===== src/rtl/csa_prod_accum.sv =====
// Accumulates N_TERMS consecutive 8-bit products into one frame sum and
// offers it on a valid/ready port, holding it until downstream takes it.
module csa_prod_accum #(
  parameter int N_TERMS = 16,
  parameter int ACC_W   = 12,
  parameter int CNT_W   = 8
) (
  input  logic             clk,
  input  logic             rst,
  input  logic [7:0]       p,
  input  logic             p_valid,
  output logic             p_ready,
  input  logic             clear,
  output logic [ACC_W-1:0] sum,
  output logic             sum_valid,
  input  logic             sum_ready,
  output logic [CNT_W-1:0] term_cnt,
  output logic             ovf,
  output logic             state_dbg
);

  // Handshakes: a transfer happens on a rising edge where valid & ready are
  // both 1. Input side: p_valid/p_ready. Output side: sum_valid/sum_ready;
  // sum_valid stays 1 and sum/ovf stay frozen until that transfer occurs.

  typedef enum logic {ACCUM = 1'b0, HOLD = 1'b1} state_t;

  localparam logic [CNT_W-1:0] LAST_CNT = CNT_W'(N_TERMS - 1);

  state_t           state_q;
  logic [ACC_W-1:0] acc_q;
  logic [CNT_W-1:0] cnt_q;
  logic [ACC_W-1:0] sum_q;
  logic             sum_valid_q;
  logic             ovf_q;

  logic [ACC_W:0]   add_d;
  logic             accept_d;
  logic             last_d;

  // One extra bit on the adder keeps the modulo-2^ACC_W carry for ovf.
  assign add_d    = {1'b0, acc_q} + (ACC_W + 1)'(p);
  assign p_ready  = (state_q == ACCUM) & ~clear & ~rst;
  assign accept_d = p_valid & p_ready;
  assign last_d   = (cnt_q == LAST_CNT);

  always_ff @(posedge clk) begin
    if (rst) begin
      state_q     <= ACCUM;
      acc_q       <= '0;
      cnt_q       <= '0;
      sum_q       <= '0;
      sum_valid_q <= 1'b0;
      ovf_q       <= 1'b0;
    end else begin
      case (state_q)
        ACCUM: begin
          if (clear) begin
            acc_q <= '0;
            cnt_q <= '0;
            ovf_q <= 1'b0;
          end else if (accept_d) begin
            if (last_d) begin
              sum_q       <= add_d[ACC_W-1:0];
              sum_valid_q <= 1'b1;
              ovf_q       <= ovf_q | add_d[ACC_W];
              acc_q       <= '0;
              cnt_q       <= '0;
              state_q     <= HOLD;
            end else begin
              acc_q <= add_d[ACC_W-1:0];
              cnt_q <= cnt_q + CNT_W'(1);
              ovf_q <= ovf_q | add_d[ACC_W];
            end
          end
        end
        HOLD: begin
          // clear is deliberately ignored here so a finished result is never lost.
          if (sum_valid_q & sum_ready) begin
            sum_valid_q <= 1'b0;
            ovf_q       <= 1'b0;
            state_q     <= ACCUM;
          end
        end
        default: state_q <= ACCUM;
      endcase
    end
  end

  assign sum       = sum_q;
  assign sum_valid = sum_valid_q;
  assign term_cnt  = cnt_q;
  assign ovf       = ovf_q;
  assign state_dbg = (state_q == HOLD);

endmodule


===== config.mk =====
export PLATFORM = sky130hd
export DESIGN_NAME = csa_prod_accum
export DESIGN_NICKNAME = d
export VERILOG_FILES = /design/src/rtl/csa_prod_accum.sv
export SDC_FILE = /design/constraint.sdc
export NUM_CORES = 1
export LEC_CHECK = 0
export ABC_AREA = 1
export CORE_ASPECT_RATIO = 0.7
export CORE_UTILIZATION = 50
export CTS_CLUSTER_DIAMETER = 200
export DETAILED_ROUTE_END_ITERATION = 10
export GPL_ROUTABILITY_DRIVEN = 1
export PLACE_DENSITY = 0.73
export SLEW_MARGIN = 20
export SYNTH_ARGS = -nofsm -noshare
export SYNTH_HDL_FRONTEND = slang
export SYNTH_SLANG_ARGS = --single-unit

===== constraint.sdc =====
create_clock -name clk -period 3 [get_ports clk]
set_input_delay 0.3 -clock clk [delete_from_list [all_inputs] [get_ports clk]]
set_output_delay 0.3 -clock clk [all_outputs]
set_load 0.01 [all_outputs]

### Word-level counts from Yosys, hierarchy flattened

Cells that the tools add are included.

* register bits after elaboration: 35
* word-level logic and storage cells: 46
* output and inout bits: 24
* input bits: 13

* bitwise gates (word level): 8
* add/subtract/negate cells: 2
* reduce and logical (&&, ||, !) cells: 5
* equal/unequal tests: 6
* multiplexer cells: 19

Operators with widths (count)
* $mux 12: 3
* $mux 8: 3
* $add 12x8->13: 1
* $mux 1: 10
* $add 8x1->8 const B: 1
* $eq 8x4->1 const B: 1
* $reduce_and 4->1: 2
* $ne 2x2->1 const B: 3
* $pmux 1 s2: 3
* $and 1x1->1: 4
* $reduce_and 2->1: 2
* $ne 3x3->1 const B: 1
* $not 1->1: 3
* $ne 2x1->1 const B: 1
* $reduce_bool 2->1: 1
* $or 1x1->1: 1

### Longest topological paths before layout

* depth after elaboration: 7
* mapped depth: 12
* gate-level depth less buffers: 12

### Least setup slack after synthesis

Ideal clock, no wire load.

* kind: flip-flop to flip-flop
* start point: reg acc_q[0]
* end point: reg sum_q[10], in the netlist sum[10]
* setup time: 0.056 ns
* buffers on the path: 0
* arrival time: 1.699 ns
* slack: 1.245 ns
* data required time: 2.944 ns
* cell stages (with the launch flop): 13
* clock period less this slack: 1.755 ns
* cells stage by stage: dfxtp_1 > ha_1 > inv_1 > fa_1 > nand3b_1 > nand2_1 > nand2_1 > nand2_1 > nand2_1 > nand2_1 > nand2_1 > a21o_1 > inv_1

* cells in the longest elaborated chain, start to end: 1

RTL lines
* start, declared: RTL line 31 `logic [ACC_W-1:0] acc_q;`
* start signal, assigned: RTL line 71 `acc_q <= add_d[ACC_W-1:0];`
* $add 12x8->13: RTL line 42 `assign add_d = {1'b0, acc_q} + (ACC_W + 1)'(p);`
* end signal, assigned: RTL line 64 `sum_q <= add_d[ACC_W-1:0];`
* end, declared: RTL line 33 `logic [ACC_W-1:0] sum_q;`

No other way between the ends.
A chain may end at the register's enable or synchronous reset.

### Final worst setup path

* start point: in p[0]
* end point: reg acc_q[8]

* cells in the longest elaborated chain, start to end: 4

RTL lines
* start, declared: RTL line 10 `input logic [7:0] p,`
* $add 12x8->13: RTL line 42
* $mux 12: RTL line 63 `if (last_d) begin`
* $mux 12: RTL line 62 `end else if (accept_d) begin`
* $mux 12: RTL line 58 `if (clear) begin`

No other way between the ends. The select of a mux whose other input is x is not followed.

==> out/qor.yml <==
status: "finished, final reports clean"
fill_cells: 379
cts.clk_slew.worst_paths_ps: 70
p_leak_uw: 0.00111
num_io_pins: 37
via_count: 1888
r2r_setup_slack_ps: 1010
crit_chain: "clkdlybuf4s50_1 -> ha_1 -> inv_1 -> fa_1 -> nand3b_1 -> nand2_1 -> nand2_1 -> nand2_1 -> xor2_1 -> nand2_1 -> a21oi_2"
grt_use_total_pct: 22.4
seqCellArea_um2: 701
powerDensity_nw_per_um2: 370
ys_top_cells_by_area: "dfxtp_1 34%, nand2_1 14%, inv_1 7.5%"
synthArstFlopShare_pct: 0
nNetsFinal: 350
critical-path-max-stage-delay_ps: 460
path_common_cell: "nand2_1"
ys_seq_elements: 35
area_delta_synth_final_pct: 23.6
yosysUniqueCellTypes: 37
critPathLaunch: "p[0]"
drc_errors: 0
grt_max_degree: 27
multi_input_area_um2: 1140
combinationalPowerShare_pct: 9.4
synth_top_area_cell: "dfxtp_1"
cts_tree: "yes"
gr-total-overflow: 0
synth_most_common_cell: "nand2_1"
dr.pass1.iters: 4
grt_pass1_vias: 1649
die_y_um: 55.7
tns_ps: 0
cp_max_fo: 4
place_hpwl_um: 3340
die-area_um2: 4390
rsz0062_at_grt: "false"
cp_slowest_cell: "clkdlybuf4s50_1"
netlist_instances: 288
period_minus_slack_ps: 2120
irDropWorstVdd_uv: 276
num_rows: 19
grt_pass1_wl_um: 7650
postRouteAntennaNets: 0
whs_ps: 475
synth-edff-count: 0
numPortBuffers: 36
core-area_um2: 3950
switching_share_pct: 24.6
cts.sinks: 35
finClkSkew_ps: 7.97
root_buffer: "clkbuf_8"
slew_violations: 0
hold_viol: 0
cts_buffer_depth: 2
yosys_warnings: 0
synth.cell_area_um2: 2060
wl_um: 4500
insertion_delay_ps: 290
die_w_um: 78.8
synth_top_area_share_pct: 34.0
synth_ff_type: "dfxtp_1"
p_switching_uw: 232
yosysSeqAreaShare_pct: 34.0
cts_hold_buf: 0
path_class: "primary input to flop"
clkPwrFrac_pct: 41.0
synth_fp_nets: 311
start_kind: "primary input"
synth_common_cells: "76 x nand2_1, 41 x inv_1, 35 x dfxtp_1, 33 x nor2_1, 17 x a21oi_1"
max_clock_freq_mhz: 473
antenna_found_initial: 0
setup_viol: 0
min_path_type: "flop to flop"
critPathCapture: "acc_q[8]"
numCtsBuffers: 5
crit_required_ps: 3220
post_cts_buffers: 0
tightest_slew_ps: 318
n_antenna_cell: 0
wire_per_inst_um: 11.8
slew_headroom_pct: 78.7
syn_avg_cell_area_um2: 7.16
htreeDepth: 2
worst_r2r_endpoint: "acc_q[8]"
drive_above_1_share_pct: 10.1
arrival_ps: 2340
p_int_uw: 711
worst_setup_path_end_kind: "flop"
r2r_start: "acc_q[0]"
initial_core_util_pct: 52.3
gp_congestion: 0.888
max_cap_violations: 0
reg2regPathDepth: 10
drtIter0Drc: 127
post-route-period-util_pct: 70.5
cts_resized: 0
vias_per_cell: 4.97
seqPwrFrac_pct: 49.6
[metal layers]
layer / routed length (µm) / track usage [%]
met1: 2410 / 33.9
met2: 1760 / 31.1
met3: 268 / 5.41
met4: 51 / 6.35
met5: 0 / 0
[final cells by class]
class / count / share of cell area (%)
clock buffer: 7 / 3.78
clock inverter: 1 / 0.295
timing repair buffer: 38 / 14.7
tap: 52 / 2.55
inverter: 42 / 6.28
sequential: 35 / 27.5
multi-input combinational: 205 / 44.9
[worst min-delay path by stage]
stage,from,endpoint,cells after the start
final,acc_q[6],acc_q[6],2
after global routing,acc_q[5],acc_q[5],2
after CTS,acc_q[2],acc_q[2],2
after detailed placement,acc_q[2],acc_q[2],2
after global placement,acc_q[0],acc_q[0],2
after floorplan,acc_q[0],acc_q[0],2
[metrics by stage]
step                power (µW)  util, %  instance area [µm²]  setup WS (ps)  std cells
floorplan                  535        -                 2060           1250        288
detailed placement         567     62.0                 2440            584        372
global route               977     64.6                 2550            672        380
finish                     943     64.6                 2550            884        380
CTS                        948     64.6                 2550            862        380
global placement           567     62.0                 2440            671        372
[power groups by stage]
stage / Sequential [µW] / Combinational, µW / Clock (µW)
finish: 468 / 88.5 / 387
global route: 468 / 97.6 / 411
CTS: 468 / 88.8 / 392
detailed placement: 479 / 88.2 / 0
global placement: 479 / 87.8 / 0
floorplan: 479 / 56.3 / 0
[worst max-delay path: cells and delay by family]
kind                       cells  cell delay (ps)
buffers and inverters          2              530
xor gates and xnor gates       1              200
AOI/OAI and AO/OA              1              110
adders and majority gates      2              600
and+or+nand+nor                5              600
[cells by family (layout without fill, tap and decap cells)]
logic type	count (synthesis)	after routing	synth area share, %
DFF	35	35	34.0
AOI/OAI and AO/OA	40	40	12.5
and+or+nand+nor	147	147	33.1
adders and majority gates	10	10	6.43
buffers and inverters	48	88	10.6
xor gates and xnor gates	8	8	3.40
[sequential cells by signal (all words and copies together), names as in the netlist]
| register | count |
|---|---|
| acc_q | 12 |
| ovf | 1 |
| state_dbg | 1 |
| sum | 12 |
| sum_valid | 1 |
| term_cnt | 8 |
[placed cells by master, fill, tap and decap left out, types with 2 or more instances in the layout]
master	netlist	layout
buf_4	1	2
nand4_1	4	4
nor3_1	6	6
o21ai_0	6	6
nor2_1	33	33
a211oi_2	3	3
nand2_2	2	2
clkbuf_8	0	7
xnor2_1	4	4
clkdlybuf4s50_1	0	36
a21oi_1	17	17
o21ai_1	2	2
nand2_4	2	2
ha_1	9	9
o21a_1	4	4
nand2_1	76	76
nand3_1	11	11
a21oi_2	4	4
nand3_2	2	2
inv_1	41	41
nor2_2	5	5
xor2_1	4	4
dfxtp_1	35	35
Note: power is estimated with default switching activity, not from simulation.
==> edit 1, RTL diff (same flow settings) <==
Reset style: asynchronous (`rst`), changed in one clocked block.
--- a/src/rtl/csa_prod_accum.sv
+++ b/src/rtl/csa_prod_accum.sv
@@ -45,5 +45,5 @@
   assign last_d   = (cnt_q == LAST_CNT);
 
-  always_ff @(posedge clk) begin
+  always_ff @(posedge clk or posedge rst) begin
     if (rst) begin
       state_q     <= ACCUM;
Check against the original RTL: differs if rst is asserted again (counterexample within 4 cycles, from zero or initial values and one cycle with rst high); with rst held inactive, the same outputs for 10 cycles.
==> edit 1 against the unedited design <==
  * Synthesized area is 2.4% lower
  * Via count is 4.7% lower
  * Routed wire length is 1.2% higher
  * Fmax is 1.6% higher
  * Worst setup slack better by 0.034 ns
  * Cell area is 1.6% lower
  * Sequential cell count stayed put
Power is not compared: it rests on default switching activity, and its combinational part moved more than twofold at a synthesized area within 25%.
==> edit 1: results (changes against the unedited design) <==
Run status
  • Outcome: complete, no violations

Place
  • Dpl hpwl: 3.334 mm (-0.16%)
  • Routability cong.: 0.8418 (-5.2%)
  • Dpl ws: 0.6709 ns (+0.08722 ns)
  • Placed cells: 352 (-5.4%)
  • Buffers on Ports: 36 (unchanged)
  • Dpl cell area: 2420 sq um (-1.0%)

Timing
  • Setup Skew: 0.006955 ns (-0.001019 ns)
  • Slew HR: 54.18% (-24 points)
  • Final setup margin: 0.9187 ns (+0.03431 ns)
  • Hold_ws: 0.4420 ns (-0.03309 ns)

Setup path
  • Critical path endpoint: acc_q[10]
  • CP max-delay cell: clkdlybuf4s50_1
  • R2R Setup Slk: 1.04 ns (+0.03 ns)
  • Crit-path max cell delay: 0.46 ns (about the same)
  • RR Endpoint: acc_q[11]
  • Critical Path AT: 2.26 ns (-0.08 ns)
  • Reg2reg path depth: 8 (-2)
  • R2r startpoint: term_cnt[1]
  • Crit path max fanout: 5 (+1)
  • Top Family by Delay on Critical Path: simple AND/OR/NAND/NOR gates

Logic synthesis
  • Post-synth ARST share: 100.0% (+100 points)
  • Commonest cells post-synth: 104 x nand2_1, 35 x dfrtp_1, 32 x inv_1
  • Distinct cells, synth: 25 (-32%)
  • Sequential area share after synthesis: 43.51% (+9.5 points)
  • Syn avg cell area: 7.484 sq um (+4.5%)
  • Synthesized net count: 292 (-6.1%)
  • Synth area leaders: dfrtp_1 44%, nand2_1 19%, inv_1 6.0%, ha_1 5.6%, nand3_1 5.0%

Power and ir drop
  • Leak pwr: 1.286 nW
  • Max VDD drop: 343.3 uV
  • Switching Fraction: 35.72%

Final layout
  • Proportion of layout cells with a drive suffix above 1: 4.207% (-5.9 points)
  • Layout net count: 332 (-5.1%)
  • Multi-input logic area: 983.4 sq um (-14%)
  • Layout filler cell count: 332 (-12%)

Route
  • Via Count: 1800 (-4.7%)
  • 1st-pass router iterations: 4 (unchanged)
  • Vias per cell: 5.014 (+0.92%)
  • Wire per inst: 12.68 microns (+7.1%)
  • DR iter-0 viols: 97 (-24%)

Clocking
  • CTS buffer count: 5 (unchanged)
  • Clock Root Buffer: clkbuf_8
  • Post-CTS Setup Bufs: 0 (unchanged)
  • H-tree level count: 2 (unchanged)

Global routing
  • Vias in the first global route: 1611 (-2.3%)
  • Pin count of the biggest net entering global routing: 23 (-15%)
  • Initial antenna violation count: 0 (unchanged)
  • Gr usage total: 23.88% (+1.5 points)
  • Global-route wire length before repair: 7.596 mm (-0.73%)

Min path
  • Worst min path class: primary input to asynchronous set/reset pin
## edit 1: cell count changes after synthesis, moves of 5 or more
cell | before | now
a21oi_1 | 17 | 6
dfrtp_1 | 0 | 35
dfxtp_1 | 35 | 0
inv_1 | 41 | 32
nand2_1 | 76 | 104
nand3_1 | 11 | 20
nor2_1 | 33 | 21
nor2_2 | 5 | 0
nor3_1 | 6 | 1
## edit 1: layout make-up
cell class,count,area share (%)
clock buffer,6,3.293
clock inverter,1,0.1996
inverter,34,5.190
multi-input combinational,196,39.22
sequential,35,34.93
tap,50,2.495
timing repair buffer,37,14.67
## edit 1: kinds of logic (layout without fill, tap and decap cells)
family	after synthesis	after routing	synth area share (%)
XOR/XNOR	8	8	3.481
flip-flops	35	35	43.51
AO/OA/AOI/OAI	21	21	5.656
AND/OR/NAND/NOR	157	157	33.13
buffers and inverters	38	78	7.645
adder cells (fa/ha/maj)	10	10	6.588
## edit 1: layer usage
| layer | track usage, % | wire [microns] |
|---|---|---|
| met3 | 5.246 | 359 |
| met4 | 5.975 | 12 |
| met2 | 36.73 | 1888 |
| met5 | 0 | 0 |
| met1 | 34.47 | 2290 |
## edit 1: power by group through the flow
stage | sequential (mW) | combinational [mW] | clock, mW
after floorplan | 0.564 | 0.343 | 0
after global placement | 0.579 | 0.452 | 0
after detailed placement | 0.581 | 0.455 | 0
after CTS | 0.572 | 0.461 | 0.350
after global routing | 0.579 | 0.522 | 0.377
final | 0.572 | 0.464 | 0.341
## edit 1: worst register-to-register path, delay by kind of cell (launching register included)
family | cells | cell delay (ns)
and+or+nand+nor | 6 | 0.91
buffers and inverters | 1 | 0.31
adders and majority gates | 1 | 0.20
DFF | 1 | 0.41
==> edit 2, RTL diff (config.mk and constraints unchanged) <==
Made on the original files. Set the parameter `CNT_W` to 6 (it was 8).
--- a/src/rtl/csa_prod_accum.sv
+++ b/src/rtl/csa_prod_accum.sv
@@ -4,5 +4,5 @@
   parameter int N_TERMS = 16,
   parameter int ACC_W   = 12,
-  parameter int CNT_W   = 8
+  parameter int CNT_W   = 6
 ) (
   input  logic             clk,
Interface: changed (resized term_cnt); port bits go from 37 to 35. No check against the original RTL was run, so the function may have changed too.
==> edit 2 against the unedited design <==
  * Worst setup slack lost 0.048 ns
  * Synthesized area shrank 7.8%
  * Sequential cell count down 2
  * Routed wire length shrank 1.0%
  * Sequential share of layout area grew 0.77 points
  * Die area decreased by 7.5%
  * Cell area is 8.3% lower
  * Cell count down 3.4%
  * Power decreased by 11%
  * Highest routed layer unchanged
==> edit 2: results (changes against the unedited design) <==
Global routing
  • Initial antenna violation count: 0 (unchanged)
  • Pin count of the biggest net entering global routing: 17 (-37%)
  • Vias in the first global route: 1435 (-13%)
  • Gr usage total: 23.92% (+1.5 points)
  • Global-route wire length before repair: 6.962 mm (-9.0%)

Power and ir drop
  • Internal power: 0.6275 mW (-12%)
  • Leak pwr: 1.073 nW (-3.2%)
  • Max VDD drop: 273.3 uV (-1.1%)

Setup path
  • Crit-path max cell delay: 0.58 ns (+0.12 ns)
  • Reg2reg path depth: 8 (-2)
  • R2r startpoint: term_cnt[0]
  • RR Endpoint: sum[4]
  • Top Family by Delay on Critical Path: buffers and inverters
  • Critical Path AT: 1.86 ns (-0.48 ns)
  • CP max-delay cell: clkdlybuf4s50_1
  • R2R Setup Slk: 1.10 ns (+0.09 ns)
  • Crit path max fanout: 11 (+7)

Clocking
  • Clock Root Buffer: clkbuf_8
  • H-tree level count: 2 (unchanged)
  • Clock-pin transition on the worst setup and hold timing paths: 0.07 ns (about the same)
  • Post-CTS Setup Bufs: 0 (unchanged)
  • Clock latency on the worst-skew pair: 0.28 ns
  • Longest Clk Path Bufs: 2 (unchanged)

Final layout
  • Ant diodes: 0 (unchanged)
  • Proportion of layout cells with a drive suffix above 1: 6.625% (-3.4 points)
  • Layout net count: 341 (-2.6%)
  • Layout filler cell count: 358 (-5.5%)

Min path
  • Worst Hold Path EP: ovf
  • Worst hold path depth: 2 (unchanged)
  • Worst min path class: register to register
  • Hold wc startpoint: ovf

Timing
  • Setup Skew: 0.004213 ns (-0.003761 ns)
  • Worst-Margin Slew: 0.6046 ns (+0.2867 ns)
  • Crit path time final: 2.163 ns (+0.04755 ns)

Route
  • Wire per inst: 12.13 microns (+2.5%)
  • DR iter-0 viols: 197 (+55%)
  • Via Count: 1781 (-5.7%)

Place
  • Routability cong.: 0.8848 (-0.36%)
  • Dpl ws: 0.6792 ns (+0.09549 ns)
  • Dpl hpwl: 3.322 mm (-0.53%)
  • Buffers on Ports: 34 (-5.6%)

Run status
  • Outcome: complete, no violations

Logic synthesis
  • Synth area leaders: dfxtp_1 35%, nand2_1 17%, inv_1 7.3%, ha_1 5.9%, nor2_1 5.7%
  • Sequential area share after synthesis: 34.74% (+0.76 points)
  • Synthesized net count: 305 (-1.9%)
  • Post-Syn Instances: 282 (-2.1%)
  • Distinct cells, synth: 29 (-22%)
  • Commonest cells post-synth: 88 x nand2_1, 37 x inv_1, 33 x dfxtp_1
  • Main synth FF type: dfxtp_1
  • Synth Warn #: 0 (unchanged)
  • Post-synth ARST share: 0% (unchanged)
## edit 2: worst max-delay path by stage
stage	start	end
2_1_floorplan	acc_q[0]	acc_q[6]
5_1_grt	rst	p_ready
6_report	rst	p_ready
4_1_cts	rst	p_ready
3_3_place_gp	p[0]	acc_q[6]
3_5_place_dp	p[0]	acc_q[6]
## edit 2: layer usage
metal  up-vias  GRT usage [%]  part of all wire, %
met5         -              0                    0
met4         0          10.19                  1.4
met3         6          5.056                  6.3
met2        50          31.25                   38
met1       772          36.88                   54
li1        953              -                    -
## edit 2: cells by family (layout without fill, tap and decap cells)
logic type	Yosys count	in the layout	synth area share, %
simple gates	150	150	34.28
xor+xnor	6	6	2.763
buf+inv	47	82	11.12
flops	33	33	34.74
fa+ha+maj	10	10	6.974
compound gates	36	36	10.13
## edit 2: worst reg2reg max path: stages, from the launching register on
cell and delay, ns:
dfxtp_1 0.40, ha_1 0.20, nand2_1 0.07, nor2_1 0.14, nand3_1 0.16, nor2_4 0.35, inv_2 0.21, nor2_1 0.21
nor2_1 0.06
## edit 2: layout make-up
type                    count  area [sq um]  area share, %
flip-flops and latches     33         660.6          28.27
multi-input cells         202          1030          44.06
clock inverters             1         5.005         0.2141
well taps                  50         62.56          2.677
clock buffers               5         68.82          2.944
repair buffers             36         355.3          15.20
inverters                  40         155.1          6.638
## edit 2: power groups by stage
stage | clock network, mW | logic [mW] | registers [mW]
2_1_floorplan | 0 | 0.0517 | 0.452
3_3_place_gp | 0 | 0.0834 | 0.452
3_5_place_dp | 0 | 0.0838 | 0.452
6_report | 0.310 | 0.0847 | 0.442
5_1_grt | 0.333 | 0.0929 | 0.442
4_1_cts | 0.314 | 0.0845 | 0.442
## edit 2: stage by stage
step	cells	hold WS, ns	area (sq um)
floorplan	282	0.4471	1902
detailed placement	361	0.4445	2263
global route	367	0.4873	2337
finish	367	0.4631	2337
CTS	367	0.4545	2337
global placement	361	0.4467	2263
